File: src/rtl/maxi_burst_seq_if.sv
// maxi_burst_seq_if
//   AXI4 master-side bus bundle for the burst write/readback sequencer.
//   master modport: address/data/response channels as seen by the sequencer.
//   slave modport : same signals seen from the memory side.
//   No clock or reset inside; those stay plain ports on the modules.
interface maxi_burst_seq_if #(
   parameter int ADDR_W = 6,
   parameter int DATA_W = 32
);
   logic [ADDR_W-1:0]   awaddr;
   logic [7:0]          awlen;
   logic [2:0]          awsize;
   logic [1:0]          awburst;
   logic                awvalid;
   logic                awready;

   logic [DATA_W-1:0]   wdata;
   logic [DATA_W/8-1:0] wstrb;
   logic                wlast;
   logic                wvalid;
   logic                wready;

   logic [1:0]          bresp;
   logic                bvalid;
   logic                bready;

   logic [ADDR_W-1:0]   araddr;
   logic [7:0]          arlen;
   logic [2:0]          arsize;
   logic [1:0]          arburst;
   logic                arvalid;
   logic                arready;

   logic [DATA_W-1:0]   rdata;
   logic [1:0]          rresp;
   logic                rlast;
   logic                rvalid;
   logic                rready;

   modport master (
      output awaddr, awlen, awsize, awburst, awvalid,
      input  awready,
      output wdata, wstrb, wlast, wvalid,
      input  wready,
      input  bresp, bvalid,
      output bready,
      output araddr, arlen, arsize, arburst, arvalid,
      input  arready,
      input  rdata, rresp, rlast, rvalid,
      output rready
   );

   modport slave (
      input  awaddr, awlen, awsize, awburst, awvalid,
      output awready,
      input  wdata, wstrb, wlast, wvalid,
      output wready,
      output bresp, bvalid,
      input  bready,
      input  araddr, arlen, arsize, arburst, arvalid,
      output arready,
      output rdata, rresp, rlast, rvalid,
      input  rready
   );
endinterface

File: src/rtl/maxi_burst_seq.sv
// maxi_burst_seq
//   On a start pulse, writes one INCR burst of C_BURST_LEN beats
//   (C_DATA_SEED, C_DATA_SEED+1, ...) to C_BASE_ADDR, then reads the same
//   burst back and compares it against the written pattern.
// Ports
//   aclk_net     : sole clock, rising edge
//   aresetn_net  : asynchronous reset, ACTIVE HIGH despite the name
//   start        : one-cycle pulse, honoured only while idle
//   busy         : pass in progress
//   done         : one-cycle pulse at the end of a pass
//   error        : bad response, data mismatch or misplaced rlast (held)
//   err_cnt      : failing read beats, saturating at 255 (held)
//   m_axi        : AXI4 master bus (maxi_burst_seq_if.master)
//
// state | meaning
// IDLE  | waiting for start
// WADDR | presenting write address
// WDATA | streaming write beats
// WRESP | waiting for write response
// RADDR | presenting read address
// RDATA | receiving and checking read beats
// FIN   | done pulse, back to IDLE
module maxi_burst_seq #(
   parameter int                            C_M_AXI_ADDR_WIDTH = 6,
   parameter int                            C_M_AXI_DATA_WIDTH = 32,
   parameter int                            C_BURST_LEN        = 4,
   parameter logic [C_M_AXI_ADDR_WIDTH-1:0] C_BASE_ADDR        = 6'h0,
   parameter logic [31:0]                   C_DATA_SEED        = 32'h55
) (
   input  logic             aclk_net,
   input  logic             aresetn_net,
   input  logic             start,
   output logic             busy,
   output logic             done,
   output logic             error,
   output logic [7:0]       err_cnt,
   maxi_burst_seq_if.master m_axi
);

   typedef enum logic [2:0] {
      IDLE  = 3'd0,
      WADDR = 3'd1,
      WDATA = 3'd2,
      WRESP = 3'd3,
      RADDR = 3'd4,
      RDATA = 3'd5,
      FIN   = 3'd6
   } state_t;

   localparam logic [4:0] LAST_BEAT = 5'(C_BURST_LEN - 1);

   state_t                        state, state_nxt;
   logic [4:0]                    wbeat, rbeat;
   logic [C_M_AXI_DATA_WIDTH-1:0] rexp;

   assign rexp = C_DATA_SEED + 32'(rbeat);

   // address fields never change, so they are not part of the reset scheme
   assign m_axi.awaddr  = C_BASE_ADDR;
   assign m_axi.awlen   = 8'(C_BURST_LEN - 1);
   assign m_axi.awsize  = 3'b010;
   assign m_axi.awburst = 2'b01;
   assign m_axi.araddr  = C_BASE_ADDR;
   assign m_axi.arlen   = 8'(C_BURST_LEN - 1);
   assign m_axi.arsize  = 3'b010;
   assign m_axi.arburst = 2'b01;

   always_ff @(posedge aclk_net or posedge aresetn_net) begin
      if (aresetn_net) state <= IDLE;
      else             state <= state_nxt;
   end

   always_comb begin
      state_nxt = state;
      case (state)
         IDLE:  if (start)                           state_nxt = WADDR;
         WADDR: if (m_axi.awready)                   state_nxt = WDATA;
         WDATA: if (m_axi.wready && wbeat == LAST_BEAT) state_nxt = WRESP;
         WRESP: if (m_axi.bvalid)                    state_nxt = RADDR;
         RADDR: if (m_axi.arready)                   state_nxt = RDATA;
         // leave on whichever comes first: rlast or the expected final beat
         RDATA: if (m_axi.rvalid && (m_axi.rlast || rbeat == LAST_BEAT))
                                                     state_nxt = FIN;
         FIN:                                        state_nxt = IDLE;
         default:                                    state_nxt = IDLE;
      endcase
   end

   always_comb begin
      m_axi.awvalid = 1'b0;
      m_axi.wvalid  = 1'b0;
      m_axi.wdata   = '0;
      m_axi.wstrb   = '0;
      m_axi.wlast   = 1'b0;
      m_axi.bready  = 1'b0;
      m_axi.arvalid = 1'b0;
      m_axi.rready  = 1'b0;
      done          = 1'b0;
      busy          = (state != IDLE);
      case (state)
         WADDR: m_axi.awvalid = 1'b1;
         WDATA: begin
            m_axi.wvalid = 1'b1;
            m_axi.wdata  = C_DATA_SEED + 32'(wbeat);
            m_axi.wstrb  = '1;
            m_axi.wlast  = (wbeat == LAST_BEAT);
         end
         WRESP: m_axi.bready  = 1'b1;
         RADDR: m_axi.arvalid = 1'b1;
         RDATA: m_axi.rready  = 1'b1;
         FIN:   done          = 1'b1;
         default: ;
      endcase
   end

   // beat counters and sticky status; status clears only on an accepted start
   always_ff @(posedge aclk_net or posedge aresetn_net) begin
      if (aresetn_net) begin
         wbeat   <= '0;
         rbeat   <= '0;
         error   <= 1'b0;
         err_cnt <= '0;
      end else begin
         if (state == IDLE && start) begin
            wbeat   <= '0;
            rbeat   <= '0;
            error   <= 1'b0;
            err_cnt <= '0;
         end
         if (state == WDATA && m_axi.wready)
            wbeat <= wbeat + 5'd1;
         if (state == WRESP && m_axi.bvalid && m_axi.bresp != 2'b00)
            error <= 1'b1;
         if (state == RDATA && m_axi.rvalid) begin
            rbeat <= rbeat + 5'd1;
            if (m_axi.rdata != rexp || m_axi.rresp != 2'b00) begin
               error <= 1'b1;
               if (err_cnt != 8'hFF) err_cnt <= err_cnt + 8'd1;
            end
            // rlast must coincide exactly with the final beat
            if (m_axi.rlast != (rbeat == LAST_BEAT))
               error <= 1'b1;
         end
      end
   end

endmodule

File: src/flat_wrapper.sv
// flat-port wrapper written by rule: the top's interface ports become plain ports
module maxi_burst_seq_flat 
#(
   parameter int                            C_M_AXI_ADDR_WIDTH = 6,
   parameter int                            C_M_AXI_DATA_WIDTH = 32,
   parameter int                            C_BURST_LEN        = 4,
   parameter logic [C_M_AXI_ADDR_WIDTH-1:0] C_BASE_ADDR        = 6'h0,
   parameter logic [31:0]                   C_DATA_SEED        = 32'h55
)
  (aclk_net, aresetn_net, start, busy, done, error, err_cnt, m_axi_awaddr, m_axi_awlen, m_axi_awsize, m_axi_awburst, m_axi_awvalid, m_axi_awready, m_axi_wdata, m_axi_wstrb, m_axi_wlast, m_axi_wvalid, m_axi_wready, m_axi_bresp, m_axi_bvalid, m_axi_bready, m_axi_araddr, m_axi_arlen, m_axi_arsize, m_axi_arburst, m_axi_arvalid, m_axi_arready, m_axi_rdata, m_axi_rresp, m_axi_rlast, m_axi_rvalid, m_axi_rready);
  maxi_burst_seq_if #(.ADDR_W(6), .DATA_W(32)) m_axi_i ();
  input  logic aclk_net;
  input  logic aresetn_net;
  input  logic start;
  output logic busy;
  output logic done;
  output logic error;
  output logic [7:0] err_cnt;
  output wire logic [$bits(m_axi_i.awaddr)-1:0] m_axi_awaddr;
  output wire logic [$bits(m_axi_i.awlen)-1:0] m_axi_awlen;
  output wire logic [$bits(m_axi_i.awsize)-1:0] m_axi_awsize;
  output wire logic [$bits(m_axi_i.awburst)-1:0] m_axi_awburst;
  output wire logic [$bits(m_axi_i.awvalid)-1:0] m_axi_awvalid;
  input wire logic [$bits(m_axi_i.awready)-1:0] m_axi_awready;
  output wire logic [$bits(m_axi_i.wdata)-1:0] m_axi_wdata;
  output wire logic [$bits(m_axi_i.wstrb)-1:0] m_axi_wstrb;
  output wire logic [$bits(m_axi_i.wlast)-1:0] m_axi_wlast;
  output wire logic [$bits(m_axi_i.wvalid)-1:0] m_axi_wvalid;
  input wire logic [$bits(m_axi_i.wready)-1:0] m_axi_wready;
  input wire logic [$bits(m_axi_i.bresp)-1:0] m_axi_bresp;
  input wire logic [$bits(m_axi_i.bvalid)-1:0] m_axi_bvalid;
  output wire logic [$bits(m_axi_i.bready)-1:0] m_axi_bready;
  output wire logic [$bits(m_axi_i.araddr)-1:0] m_axi_araddr;
  output wire logic [$bits(m_axi_i.arlen)-1:0] m_axi_arlen;
  output wire logic [$bits(m_axi_i.arsize)-1:0] m_axi_arsize;
  output wire logic [$bits(m_axi_i.arburst)-1:0] m_axi_arburst;
  output wire logic [$bits(m_axi_i.arvalid)-1:0] m_axi_arvalid;
  input wire logic [$bits(m_axi_i.arready)-1:0] m_axi_arready;
  input wire logic [$bits(m_axi_i.rdata)-1:0] m_axi_rdata;
  input wire logic [$bits(m_axi_i.rresp)-1:0] m_axi_rresp;
  input wire logic [$bits(m_axi_i.rlast)-1:0] m_axi_rlast;
  input wire logic [$bits(m_axi_i.rvalid)-1:0] m_axi_rvalid;
  output wire logic [$bits(m_axi_i.rready)-1:0] m_axi_rready;
  assign m_axi_awaddr = m_axi_i.awaddr;
  assign m_axi_awlen = m_axi_i.awlen;
  assign m_axi_awsize = m_axi_i.awsize;
  assign m_axi_awburst = m_axi_i.awburst;
  assign m_axi_awvalid = m_axi_i.awvalid;
  assign m_axi_i.awready = m_axi_awready;
  assign m_axi_wdata = m_axi_i.wdata;
  assign m_axi_wstrb = m_axi_i.wstrb;
  assign m_axi_wlast = m_axi_i.wlast;
  assign m_axi_wvalid = m_axi_i.wvalid;
  assign m_axi_i.wready = m_axi_wready;
  assign m_axi_i.bresp = m_axi_bresp;
  assign m_axi_i.bvalid = m_axi_bvalid;
  assign m_axi_bready = m_axi_i.bready;
  assign m_axi_araddr = m_axi_i.araddr;
  assign m_axi_arlen = m_axi_i.arlen;
  assign m_axi_arsize = m_axi_i.arsize;
  assign m_axi_arburst = m_axi_i.arburst;
  assign m_axi_arvalid = m_axi_i.arvalid;
  assign m_axi_i.arready = m_axi_arready;
  assign m_axi_i.rdata = m_axi_rdata;
  assign m_axi_i.rresp = m_axi_rresp;
  assign m_axi_i.rlast = m_axi_rlast;
  assign m_axi_i.rvalid = m_axi_rvalid;
  assign m_axi_rready = m_axi_i.rready;
  maxi_burst_seq #(.C_M_AXI_ADDR_WIDTH(C_M_AXI_ADDR_WIDTH), .C_M_AXI_DATA_WIDTH(C_M_AXI_DATA_WIDTH), .C_BURST_LEN(C_BURST_LEN), .C_BASE_ADDR(C_BASE_ADDR), .C_DATA_SEED(C_DATA_SEED)) u_core (.aclk_net(aclk_net), .aresetn_net(aresetn_net), .start(start), .busy(busy), .done(done), .error(error), .err_cnt(err_cnt), .m_axi(m_axi_i));
endmodule
File: config.mk
export PLATFORM = sky130hd
export DESIGN_NAME = maxi_burst_seq_flat
export DESIGN_NICKNAME = d
export VERILOG_FILES = /design/src/rtl/maxi_burst_seq_if.sv /design/src/rtl/maxi_burst_seq.sv /design/src/flat_wrapper.sv
export SDC_FILE = /design/constraint.sdc
export NUM_CORES = 1
export LEC_CHECK = 0
export ABC_CLOCK_PERIOD_IN_PS = 4700
export BUFFER_PORTS_ARGS = -buffer_cell sky130_fd_sc_hd__buf_2
export CAP_MARGIN = 40
export CORE_MARGIN = 5
export CORE_UTILIZATION = 35
export CTS_BUF_LIST = sky130_fd_sc_hd__clkbuf_8 sky130_fd_sc_hd__clkbuf_16
export CTS_CLUSTER_DIAMETER = 80
export DETAILED_ROUTE_END_ITERATION = 12
export PLACE_DENSITY = 0.74
export SETUP_SLACK_MARGIN = 0.02
export SLEW_MARGIN = 10
export SYNTH_ARGS = -nofsm -noshare
export SYNTH_HDL_FRONTEND = slang
export SYNTH_SLANG_ARGS = --single-unit
File: constraint.sdc
create_clock -name aclk_net -period 4.7 [get_ports aclk_net]
set_input_delay 0.705 -clock aclk_net [delete_from_list [all_inputs] [get_ports aclk_net]]
set_output_delay 0.705 -clock aclk_net [all_outputs]
set_load 0.01 [all_outputs]
==> results.toml, run 1 <==
[logic_synthesis]
netlist_area_um2 = 2170
synth.area.top_cells = "dfrtp_1, buf_4, o21ai_0"
yosysTopAreaCell = "dfrtp_1"
synthTopCellsByCount = "buf_4, dfrtp_1, o21ai_0, nor2_1, nand2_1"
synth-seq-cells = 22
yosysMostFrequentCell = "buf_4"
synthFlopType = "dfrtp_1"
yosys.area.top_type_share_pct = 25.4
synthCells = 263
ys_seq_area_share_pct = 25.4
synth.distinct_cells = 51
synth_edf_count = 0
async_reset_ff_share_pct = 100
syn_area_per_cell_um2 = 8.25
ys_warn_count = 0

[cts]
cts_tree = "yes"
path_clk_slew_ns = 0.08
clock_latency_ns = 0.26
cts-root-buf = "clkbuf_8"
cts_made_buffers = 3
post_cts_resized = 0
cts_max_level = 1
cts_sinks = 22
cts_hold_buffers = 0
post_cts_buffers = 0
clockBufferDepth = 2

[global_routing]
grt_pass1_wl_um = 7310
antenna_found_initial = 0
overflow = 0
grt_pass1_vias = 1675
grt.met3_usage_pct = 3.26
track_usage_pct = 11.3
gr-usage-met1_pct = 13.6
grt_max_degree = 22
use_met2_pct = 20.4
busiest_layer = "met2"

[sta]
finalMaxSlewViolations = 0
post-route-min-period_ns = 2.83
tns_ns = 0
worst_pin_slew_ns = 0.720
layout_setup_ws_ns = 1.87
finClkSkew_ns = 0.00185
relSlewSlack_pct = 51.9
finalHoldViolCount = 0
fmax_mhz = 354
rsz0062_at_grt = "false"
fin_crit_sh_pct = 60.2
setup_viol = 0

[pwr]
p_sw_share_pct = 43.6
p_seq_share_pct = 36.6
peakVddDrop_mv = 0.249
power_density_nw_per_um2 = 330
power.internal_mw = 0.438
switching_power_mw = 0.339
power_mw = 0.777
p_leak_nw = 1.33
comb_power_share_pct = 48.4
p_clk_share_pct = 14.9

[placement]
place_ws_ns = 1.88
io_buffers = 72
routabilityCongestion = 0.822
dp_hpwl_um = 3970

[critical_path]
crit_path_end_kind = "flip-flop"
rrSetupSlack_ns = 1.87
cp.arrival_ns = 2.97
crit_fanout = 10
required_ns = 4.85
critical_path_class = "reg2reg"
critPathLaunchType = "flip-flop"

[job]
maxCapViolCount = 0

[die]
num_io_pins = 136
dieArea_um2 = 7880
die_w_um = 88.8
die_height_um = 88.8
coreArea_um2 = 5990
rows = 28
start_util_pct = 36.2

[layout]
drive_gt1_share_pct = 26.7
syn_to_final_growth_pct = 8.30
n_antenna_cell = 0
fin_nets = 373
fill_cells = 638

[drt]
vias = 1829
drc = 0
wl_per_cell_um = 12.2
drt_first_pass_iters = 4
via_per_inst = 4.61
drt-initial-drc-count = 83
routed_wirelength_um = 4840
ant_nets = 0

[status]
status = "complete, no violations"

[min_path]
hold_path_class = "in2async"
sequential cells by signal (all words and copies together), names as in the netlist:
| signal | cells |
|---|---|
| u_core.err_cnt | 8 |
| u_core.rbeat | 5 |
| u_core.wbeat | 5 |
| u_core.state | 3 |
| u_core.error | 1 |
cell type report:
class | count | area (um2) | area share [%]
multi-input combinational | 216 | 1250 | 53.1
sequential | 22 | 551 | 23.4
timing repair buffer | 73 | 388 | 16.5
tap | 75 | 93.8 | 3.99
clock buffer | 3 | 41.3 | 1.76
inverter | 8 | 30.0 | 1.28
through the flow:
step                      utilization, %  instance area (um2)  cells  hold slack, ns
after floorplan                        -                 2400    324           0.508
after global placement              38.1                 2280    393           0.467
after detailed placement            38.6                 2310    394           0.472
after CTS                           39.2                 2350    397           0.314
after global routing                39.2                 2350    397           0.317
final                               39.2                 2350    397           0.317
critical path: stages, from the launching register on:
cell	delay (ns)
dfrtp_1	0.51
ha_1	0.35
or4b_2	0.62
ha_1	0.20
nand2b_1	0.15
a2111oi_2	0.49
mux2_2	0.39
cell usage in the layout (no fill, tap or decap), types with 3 or more instances in the layout:
cell type  netlist  layout
a21o_1           3       3
a21oi_1          7       7
and2_1           5       5
and3_1           6       6
and4b_1          3       3
buf_2            3      72
clkbuf_8         0       3
conb_1           2      63
dfrtp_1         22      22
ha_1             4       4
inv_1            8       8
mux2_2           3       3
nand2_1         15      15
nand3_1         13      13
nor2_1          16      16
nor3_1           5       5
nor3b_1          3       3
nor4_1           7       7
o21ai_0         17      17
xnor2_1          6       6
xor2_1           5       5
cells by family (layout without fill, tap and decap cells):
group	count (synthesis)	in the layout	share of synthesized area, %
buffers and inverters	86	84	27.7
DFF	22	22	25.4
adders and majority gates	4	4	2.31
muxes	4	4	2.02
AOI/OAI and AO/OA	45	45	14.3
other	2	63	0.346
xor gates and xnor gates	11	11	4.44
and+or+nand+nor	89	89	23.5
path summary, 6_finish.rpt:
kind / startpoint / end / cells past startpoint
worst max register to register: u_core.rbeat[0] / u_core.state[0] / 6
max in group asynchronous: aresetn_net / u_core.wbeat[4] / 3
min in group aclk_net: u_core.error / u_core.error / 2
worst max-delay path: u_core.rbeat[0] / u_core.state[0] / 6
worst min-delay path: aresetn_net / u_core.wbeat[1] / 2
worst min register to register: u_core.error / u_core.error / 2
power groups by stage:
stage | Clock [mW] | Combinational [mW] | Sequential (mW)
2_1_floorplan | 0 | 0.345 | 0.256
3_3_place_gp | 0 | 0.369 | 0.284
3_5_place_dp | 0 | 0.378 | 0.287
4_1_cts | 0.121 | 0.380 | 0.284
5_1_grt | 0.129 | 0.422 | 0.295
6_report | 0.116 | 0.376 | 0.285
layer usage:
layer | part of all wire [%] | wire length (um) | vias to the layer above
li1 | - | - | 904
met1 | 39 | 1880 | 831
met2 | 48 | 2340 | 89
met3 | 12 | 602 | 5
met4 | 0.52 | 25 | 0
met5 | 0 | 0 | -
(Power assumes the default switching activity.)
==> run 2: changes to the inputs <==
--- a/config.mk
+++ b/config.mk
@@ -5,7 +5,7 @@
 export SDC_FILE = /design/constraint.sdc
 export NUM_CORES = 1
 export LEC_CHECK = 0
-export ABC_CLOCK_PERIOD_IN_PS = 4700
+export ABC_CLOCK_PERIOD_IN_PS = 2880
 export BUFFER_PORTS_ARGS = -buffer_cell sky130_fd_sc_hd__buf_2
 export CAP_MARGIN = 40
 export CORE_MARGIN = 5
==> constraint.sdc (replaced) <==
create_clock -name aclk_net -period 2.88 [get_ports aclk_net]
set_input_delay 0.432 -clock aclk_net [delete_from_list [all_inputs] [get_ports aclk_net]]
set_output_delay 0.432 -clock aclk_net [all_outputs]
set_load 0.01 [all_outputs]
==> run 2 against run 1 <==
  * Clock power up 62%
  * Core utilization up 0.38 points
  * Total power up 63%
  * Non-clock buffer count up 3
  * Critical endpoint is now u_core.state[1]
==> results.toml, run 2 (same netlist as run 1, synthesis figures left out) <==
[status]
status = "complete, no violations"

[die]
coreArea_um2 = 5990
die_w_um = 88.8
die_height_um = 88.8
dieArea_um2 = 7880
start_util_pct = 36.2
rows = 28
num_io_pins = 136

[global_routing]
busiest_layer = "met2"
use_met2_pct = 19.8
gr-usage-met1_pct = 13.7
antenna_found_initial = 0
grt_max_degree = 21
track_usage_pct = 11.0
grt_pass1_wl_um = 7090
overflow = 0
grt_pass1_vias = 1620
grt.met3_usage_pct = 2.05

[layout]
fin_nets = 376
n_antenna_cell = 0
final_cell_area_um2 = 2370
layout.cells.most_common = "buf_2"
largest_reg_flops = 8
mostFrequentLayoutCells = "buf_2, conb_1, dfrtp_1"
largestRegisters = "u_core.err_cnt x8, u_core.rbeat x5, u_core.wbeat x5"
syn_to_final_growth_pct = 9.34
drive_gt1_share_pct = 27.4
top_register = "u_core.err_cnt"

[sta]
rsz0062_at_grt = "false"
post-route-min-period_ns = 2.60
relSlewSlack_pct = 62.1
finClkSkew_ns = 0.00207
tns_ns = 0
worst_pin_slew_ns = 0.568
setup_viol = 0
hold_slack_ns = 0.0756
finalHoldViolCount = 0
finalMaxSlewViolations = 0
fin_crit_sh_pct = 90.2
fmax_mhz = 385

[drt]
routed_wirelength_um = 4850
via_per_inst = 4.68
drc = 0
drt_first_pass_iters = 4
ant_nets = 0
vias = 1872
drt-initial-drc-count = 84
wl_per_cell_um = 12.1

[cts]
post_cts_buffers = 0
cts_max_level = 1
cts_made_buffers = 3
clockBufferDepth = 2
cts_tree = "yes"
cts_hold_buffers = 0
cts_sinks = 22
cts-root-buf = "clkbuf_8"
clock_latency_ns = 0.25
post_cts_resized = 0
path_clk_slew_ns = 0.08

[pwr]
power_density_nw_per_um2 = 534
p_leak_nw = 1.34
peakVddDrop_mv = 0.338

[critical_path]
endpoint = "u_core.state[1]"
r2r-end = "u_core.state[1]"
required_ns = 3.02
crit_start = "u_core.rbeat[1]"
crit_path_end_kind = "flip-flop"
r2r_start = "u_core.rbeat[1]"
critical_path_class = "reg2reg"
rrSetupSlack_ns = 0.28
cp.arrival_ns = 2.74
r2r.worst_path.cells = 6
crit_fanout = 8
critPathLaunchType = "flip-flop"

[placement]
routabilityCongestion = 0.811
dp_hpwl_um = 3970
io_buffers = 72
dpl_cell_area_um2 = 2330

[job]
maxCapViolCount = 0

[min_path]
hold_path_class = "in2async"
==> run 2: cell count changes in the layout (fill, tap and decap cells not counted), sizes merged <==
cell / before / now
buf: 73 / 76
==> run 2: worst max-delay path: stages, from the launching register on <==
cell and delay [ns]:
dfrtp_1 0.47, ha_1 0.21, or4b_2 0.60, ha_1 0.20, nand2b_1 0.15, a2111oi_2 0.48, mux2_2 0.38
==> run 2: final cells by class <==
| type | count | area [um2] |
|---|---|---|
| timing repair buffer | 76 | 410 |
| inverter | 8 | 30.0 |
| tap | 75 | 93.8 |
| sequential | 22 | 551 |
| fill | 626 | 3620 |
| multi-input combinational | 216 | 1250 |
| clock buffer | 3 | 41.3 |
==> run 2: how the worst min path moves through the flow <==
stage                      start                end  slack, ns  depth (start not counted)
global route         aresetn_net    u_core.wbeat[4]       0.08                          2
CTS                  aresetn_net    u_core.wbeat[1]       0.08                          2
finish               aresetn_net    u_core.wbeat[1]       0.08                          2
floorplan            aresetn_net  u_core.err_cnt[0]       0.42                          1
global placement    u_core.error       u_core.error       0.46                          2
detailed placement   aresetn_net    u_core.wbeat[1]       0.36                          2
==> run 2: power breakdown <==
group	switching [mW]	internal [mW]
Combinational	0.364	0.259
Clock	0.0946	0.0931
Sequential	0.0908	0.367
Total	0.550	0.719
==> run 2: per-stage QoR <==
step | util, % | setup slack [ns] | std cells | power (mW)
5_1_grt | 39.6 | 0.116 | 400 | 1.39
4_1_cts | 39.6 | 0.272 | 400 | 1.28
3_3_place_gp | 38.5 | 0.352 | 396 | 1.07
3_5_place_dp | 38.9 | 0.298 | 397 | 1.09
6_report | 39.6 | 0.281 | 400 | 1.27
2_1_floorplan | - | 0.232 | 324 | 0.980
==> run 2: metal layers <==
metal	vias up	part of all wire, %
met5	-	0
met4	0	0.16
met3	2	14
met2	104	48
met1	852	37
li1	914	-
